[src/rtl/axi4lite_master_arbiter.sv]
// Round-robin arbiter that funnels NREQ single-beat read/write requesters onto one
// AXI4-Lite master port, with exactly one AXI transaction in flight at a time.
module axi4lite_master_arbiter #(
   parameter int         NREQ   = 2,
   parameter int         AWIDTH = 12,
   parameter int         DWIDTH = 32,
   parameter int         SWIDTH = DWIDTH/8,
   parameter logic [2:0] PROT   = 3'b000
) (
   input  logic                     i_aClk,
   input  logic                     i_aReset,
   input  logic [NREQ-1:0]          i_reqValid,
   output logic [NREQ-1:0]          o_reqReady,
   input  logic [NREQ-1:0]          i_reqWrite,
   input  logic [NREQ*AWIDTH-1:0]   i_reqAddr,
   input  logic [NREQ*DWIDTH-1:0]   i_reqData,
   input  logic [NREQ*SWIDTH-1:0]   i_reqStrb,
   output logic [NREQ-1:0]          o_rspValid,
   output logic [DWIDTH-1:0]        o_rspData,
   output logic [1:0]               o_rspResp,
   output logic                     o_arValid,
   input  logic                     i_arReady,
   output logic [AWIDTH-1:0]        o_arAddr,
   output logic [2:0]               o_arProt,
   input  logic                     i_rValid,
   output logic                     o_rReady,
   input  logic [DWIDTH-1:0]        i_rData,
   input  logic [1:0]               i_rResp,
   output logic                     o_awValid,
   input  logic                     i_awReady,
   output logic [AWIDTH-1:0]        o_awAddr,
   output logic [2:0]               o_awProt,
   output logic                     o_wValid,
   input  logic                     i_wReady,
   output logic [DWIDTH-1:0]        o_wData,
   output logic [SWIDTH-1:0]        o_wStrb,
   input  logic                     i_bValid,
   output logic                     o_bReady,
   input  logic [1:0]               i_bResp
);

   localparam int IW = (NREQ > 1) ? $clog2(NREQ) : 1;

   typedef enum logic [2:0] {S_IDLE, S_RD_A, S_RD_D, S_WR_AW, S_WR_B} state_t;

   state_t              state_q, state_d;
   logic [IW-1:0]       ptr_q, ptr_d;
   logic [IW-1:0]       gnt_q, gnt_d;
   logic [AWIDTH-1:0]   addr_q, addr_d;
   logic [DWIDTH-1:0]   data_q, data_d;
   logic [SWIDTH-1:0]   strb_q, strb_d;
   logic                ar_valid_q, ar_valid_d;
   logic                r_ready_q, r_ready_d;
   logic                aw_valid_q, aw_valid_d;
   logic                w_valid_q, w_valid_d;
   logic                b_ready_q, b_ready_d;
   logic [NREQ-1:0]     rsp_valid_q, rsp_valid_d;
   logic [DWIDTH-1:0]   rsp_data_q, rsp_data_d;
   logic [1:0]          rsp_resp_q, rsp_resp_d;

   logic [AWIDTH-1:0]   req_addr [NREQ];
   logic [DWIDTH-1:0]   req_data [NREQ];
   logic [SWIDTH-1:0]   req_strb [NREQ];
   logic [IW-1:0]       win_idx;
   logic                win_found;
   logic                accept;
   int                  scan_k;

   generate
      for (genvar gi = 0; gi < NREQ; gi++) begin : g_req
         assign req_addr[gi]   = i_reqAddr[gi*AWIDTH +: AWIDTH];
         assign req_data[gi]   = i_reqData[gi*DWIDTH +: DWIDTH];
         assign req_strb[gi]   = i_reqStrb[gi*SWIDTH +: SWIDTH];
         assign o_reqReady[gi] = accept && (win_idx == IW'(gi));
      end
   endgenerate

   // First valid requester at or above the pointer, wrapping past NREQ-1.
   always_comb begin
      win_idx   = '0;
      win_found = 1'b0;
      scan_k    = 0;
      for (int i = 0; i < NREQ; i++) begin
         scan_k = int'(ptr_q) + i;
         if (scan_k >= NREQ) scan_k = scan_k - NREQ;
         if (!win_found && i_reqValid[scan_k]) begin
            win_found = 1'b1;
            win_idx   = IW'(scan_k);
         end
      end
   end

   // Gated by reset so no grant is visible while the design is held in reset.
   assign accept = (state_q == S_IDLE) && win_found && !i_aReset;

   always_comb begin
      state_d     = state_q;
      ptr_d       = ptr_q;
      gnt_d       = gnt_q;
      addr_d      = addr_q;
      data_d      = data_q;
      strb_d      = strb_q;
      ar_valid_d  = ar_valid_q;
      r_ready_d   = r_ready_q;
      aw_valid_d  = aw_valid_q;
      w_valid_d   = w_valid_q;
      b_ready_d   = b_ready_q;
      rsp_valid_d = '0;
      rsp_data_d  = rsp_data_q;
      rsp_resp_d  = rsp_resp_q;

      case (state_q)
         S_IDLE: begin
            if (accept) begin
               gnt_d  = win_idx;
               ptr_d  = (int'(win_idx) == NREQ-1) ? '0 : win_idx + 1'b1;
               addr_d = req_addr[win_idx];
               data_d = req_data[win_idx];
               strb_d = req_strb[win_idx];
               if (i_reqWrite[win_idx]) begin
                  aw_valid_d = 1'b1;
                  w_valid_d  = 1'b1;
                  state_d    = S_WR_AW;
               end else begin
                  ar_valid_d = 1'b1;
                  state_d    = S_RD_A;
               end
            end
         end
         S_RD_A: begin
            if (i_arReady) begin
               ar_valid_d = 1'b0;
               r_ready_d  = 1'b1;
               state_d    = S_RD_D;
            end
         end
         S_RD_D: begin
            if (i_rValid) begin
               r_ready_d          = 1'b0;
               rsp_valid_d[gnt_q] = 1'b1;
               rsp_data_d         = i_rData;
               rsp_resp_d         = i_rResp;
               state_d            = S_IDLE;
            end
         end
         S_WR_AW: begin
            // AW and W complete independently; B is only awaited once both are gone.
            if (aw_valid_q && i_awReady) aw_valid_d = 1'b0;
            if (w_valid_q && i_wReady)   w_valid_d  = 1'b0;
            if (!aw_valid_d && !w_valid_d) begin
               b_ready_d = 1'b1;
               state_d   = S_WR_B;
            end
         end
         S_WR_B: begin
            if (i_bValid) begin
               b_ready_d          = 1'b0;
               rsp_valid_d[gnt_q] = 1'b1;
               rsp_data_d         = '0;
               rsp_resp_d         = i_bResp;
               state_d            = S_IDLE;
            end
         end
         default: state_d = S_IDLE;
      endcase
   end

   always_ff @(posedge i_aClk or posedge i_aReset) begin
      if (i_aReset) begin
         state_q     <= S_IDLE;
         ptr_q       <= '0;
         gnt_q       <= '0;
         addr_q      <= '0;
         data_q      <= '0;
         strb_q      <= '0;
         ar_valid_q  <= 1'b0;
         r_ready_q   <= 1'b0;
         aw_valid_q  <= 1'b0;
         w_valid_q   <= 1'b0;
         b_ready_q   <= 1'b0;
         rsp_valid_q <= '0;
         rsp_data_q  <= '0;
         rsp_resp_q  <= '0;
      end else begin
         state_q     <= state_d;
         ptr_q       <= ptr_d;
         gnt_q       <= gnt_d;
         addr_q      <= addr_d;
         data_q      <= data_d;
         strb_q      <= strb_d;
         ar_valid_q  <= ar_valid_d;
         r_ready_q   <= r_ready_d;
         aw_valid_q  <= aw_valid_d;
         w_valid_q   <= w_valid_d;
         b_ready_q   <= b_ready_d;
         rsp_valid_q <= rsp_valid_d;
         rsp_data_q  <= rsp_data_d;
         rsp_resp_q  <= rsp_resp_d;
      end
   end

   assign o_arValid  = ar_valid_q;
   assign o_arAddr   = addr_q;
   assign o_arProt   = PROT;
   assign o_rReady   = r_ready_q;
   assign o_awValid  = aw_valid_q;
   assign o_awAddr   = addr_q;
   assign o_awProt   = PROT;
   assign o_wValid   = w_valid_q;
   assign o_wData    = data_q;
   assign o_wStrb    = strb_q;
   assign o_bReady   = b_ready_q;
   assign o_rspValid = rsp_valid_q;
   assign o_rspData  = rsp_data_q;
   assign o_rspResp  = rsp_resp_q;

endmodule

[config.mk]
export PLATFORM = sky130hd
export DESIGN_NAME = axi4lite_master_arbiter
export DESIGN_NICKNAME = d
export VERILOG_FILES = /design/src/rtl/axi4lite_master_arbiter.sv
export SDC_FILE = /design/constraint.sdc
export NUM_CORES = 1
export LEC_CHECK = 0
export ABC_AREA = 1
export BUFFER_PORTS_ARGS = -buffer_cell sky130_fd_sc_hd__buf_4
export CAP_MARGIN = 15
export CORE_ASPECT_RATIO = 0.7
export CORE_UTILIZATION = 24
export DETAILED_ROUTE_END_ITERATION = 7
export GPL_TIMING_DRIVEN = 0
export PLACE_DENSITY = 0.51
export REMOVE_ABC_BUFFERS = 1
export SLEW_MARGIN = 10
export SYNTH_ARGS = -nofsm -noshare
export SYNTH_HDL_FRONTEND = slang
export SYNTH_SLANG_ARGS = --single-unit
[constraint.sdc]
create_clock -name i_aClk -period 3 [get_ports i_aClk]
set_clock_uncertainty 0.1 [all_clocks]
set_input_delay 0.6 -clock i_aClk [delete_from_list [all_inputs] [get_ports i_aClk]]
set_output_delay 0.6 -clock i_aClk [all_outputs]
set_load 0.01 [all_outputs]
==> metrics.yaml <==
sta:
  report.final.slew_viol_count: 0
  setup_viol: 0
  fin_crit_ns: 2.78
  slew_headroom_pct: 58.8
  clock.fmax_mhz: 360
  hold_viol: 0
  timing.final.crit_share_pct: 92.7
  worst_slew_pin_slew_ns: 0.618
  rsz0062_at_grt: "false"
synthesis:
  netlist_area_mm2: 0.00419
  yosysWarningCount: 0
  syn_area_per_cell_um2: 8.11
  syn_inst: 516
  seq_area_frac_synth_pct: 56.2
  synthDistinctLibCells: 19
  synth_seq_cells: 94
global_routing:
  antenna_found_initial: 0
  grt_pass1_vias: 4254
  grt_first_pass_wirelength_mm: 22.0
  grt_max_degree: 50
  grt_usage_pct: 15.6
  gr-total-overflow: 0
detailed_routing:
  routed_wl_mm: 13.5
  avgRoutedWirePerCell_um: 13.9
  vias_per_cell: 4.30
  ant_nets: 0
  first_iter_violations: 321
  drc: 0
  vias: 4179
  drt_pass1_iterations: 4
placement:
  port_buffers: 245
  place.detailed.hpwl_mm: 9.90
  gp_congestion: 0.866
pwr:
  irDropWorstVdd_uv: 408
  leakagePower_nw: 3.53
  p_total_mw: 6.16
  p_per_area_mw_per_mm2: 944
floorplanning:
  num_rows: 39
  ios: 252
  dieHeight_um: 113
  start_util_pct: 25.1
  die_width_um: 160
  fp.dieArea_mm2: 0.0180
  core_mm2: 0.0167
clock_network:
  cts.sinks: 94
  clk_latency_ns: 0.34
  tritoncts: "yes"
  cts_inserted_buffers: 9
  root_buffer: "clkbuf_16"
  ctsLongestPathBuffers: 2
  htreeDepth: 3
  path_clk_slew_ns: 0.06
  cts_hold_buffers: 0
status:
  status: "finished clean"
critical_path:
  ff2ff_path_depth: 7
  worstSetupStartpointType: "flip-flop"
  critical_path_class: "reg2out"
  crit_path_end_kind: "output port"
  critical_path.max_fanout: 39
  worstPathRequired_ns: 2.30
  worst-endpoint-arrival_ns: 2.08
layout:
  drive_above_1_share_pct: 36.7
  n_antenna_cell: 0
  area_growth_pct: 55.8
  register_area_mm2: 0.00235
  multi_input_area_mm2: 0.00156
  n_fill_cell: 1722
  layout.nets: 884
  fin_util_pct: 39.1
min_path:
  hp-class: "in2async"
run:
  maxCapViolCount: 0
## metal layers
layer	up-vias	track usage (%)	part of all wire, %
li1	2056	-	-
met1	1933	19.2	43
met2	180	24.9	46
met3	10	6.47	10
met4	0	4.70	1.2
met5	-	0	0
## path summary, 6_finish.rpt
check                                      endpoint                   start  slack (ns)
max                                   o_reqReady[0]  state_q[1]$_DFFE_PP0P_        0.22
min                               ptr_q$_DFFE_PP0P_                i_aReset        0.24
max reg2reg                o_rspData[8]$_DFFE_PP0P_  state_q[2]$_DFFE_PP0P_        0.79
min reg2reg                 o_rspValid[0]$_DFF_PP0_       gnt_q$_DFFE_PP0P_        0.33
max in group asynchronous    o_wData[9]$_DFFE_PP0P_                i_aReset        1.89
min in group i_aClk         o_rspValid[0]$_DFF_PP0_       gnt_q$_DFFE_PP0P_        0.33
## cells in the final DEF (no fill, tap or decap), drive strengths merged
| cell type | n |
|---|---|
| nand3b | 1 |
| a31oi | 2 |
| dfrtp | 94 |
| a21boi | 2 |
| nor2 | 16 |
| nand4 | 2 |
| conb | 6 |
| nand2 | 247 |
| o21ai | 2 |
| inv | 18 |
| buf | 252 |
| a21oi | 3 |
| bufinv | 1 |
| clkinvlp | 1 |
| nand3 | 86 |
| clkbuf | 12 |
| clkinv | 1 |
## synthesized netlist by cell type
master,count,area share [%]
nand2_1,246,22
dfrtp_1,94,56
nand3_1,86,10
buf_4,23,4.1
inv_1,15,1.3
nor2_1,13,1.2
buf_2,12,1.4
clkbuf_1,8,0.72
nor2_2,3,0.45
a21boi_0,2,0.36
a21oi_1,2,0.24
a31oi_1,2,0.30
inv_2,2,0.18
nand4_1,2,0.30
o21ai_0,2,0.24
a21oi_2,1,0.21
conb_1,1,0.090
nand2_2,1,0.15
nand3b_1,1,0.18
## kinds of logic after synthesis
| logic type | synth area share, % |
|---|---|
| AOI/OAI and AO/OA | 1.34 |
| buffers and inverters | 7.80 |
| DFF | 56.2 |
| other | 0.0896 |
| and+or+nand+nor | 34.6 |
## power breakdown
part / internal [mW] / switching [mW] / total (mW)
clock: 0.675 / 0.510 / 1.19
sequential: 1.85 / 0.364 / 2.21
combinational: 1.33 / 1.42 / 2.76
## sequential cells by signal (all words and copies together) (netlist names), 2 cells and up
| signal | flops |
|---|---|
| o_rspResp | 2 |
| state_q | 3 |
| o_wStrb | 4 |
| o_rspData | 32 |
| o_arAddr | 12 |
| o_rspValid | 2 |
| o_wData | 32 |
## through the flow
stage               cells  hold slack (ns)  TNS, ns  setup WS [ns]  instance area, µm²
floorplan             478            0.303   -18.16         -0.530                3940
global placement      948            0.312  -215.40          -1.88                6060
detailed placement    952            0.316   -0.148         -0.148                6170
CTS                   969            0.270        0         0.0848                6480
global route          971            0.278        0         0.0237                6520
finish                971            0.236        0          0.219                6520
## worst max-delay path: stages, from the launching register on
cell	delay, ns
dfrtp_1	0.45
inv_2	0.09
nand2_1	0.08
nor2_4	0.19
nand2_8	0.14
buf_12	0.22
a21oi_4	0.18
buf_12	0.21
buf_4	0.15
## cell type report
type,instances,share of cell area [%]
clock buffer,12,3.78
clock inverter,4,0.844
inverter,17,1.02
multi-input combinational,367,23.9
sequential,94,36.1
tap,225,4.32
timing repair buffer,252,30.1
## what timing repair did
action / CTS / global route
resized for setup: 1 / 2
gates cloned: 0 / 0
pin swaps: 0 / 1
setup buffers: 1 / 0
setup endpoints to repair: 1 / 1
No activity file was read; power rests on OpenSTA's default activity.
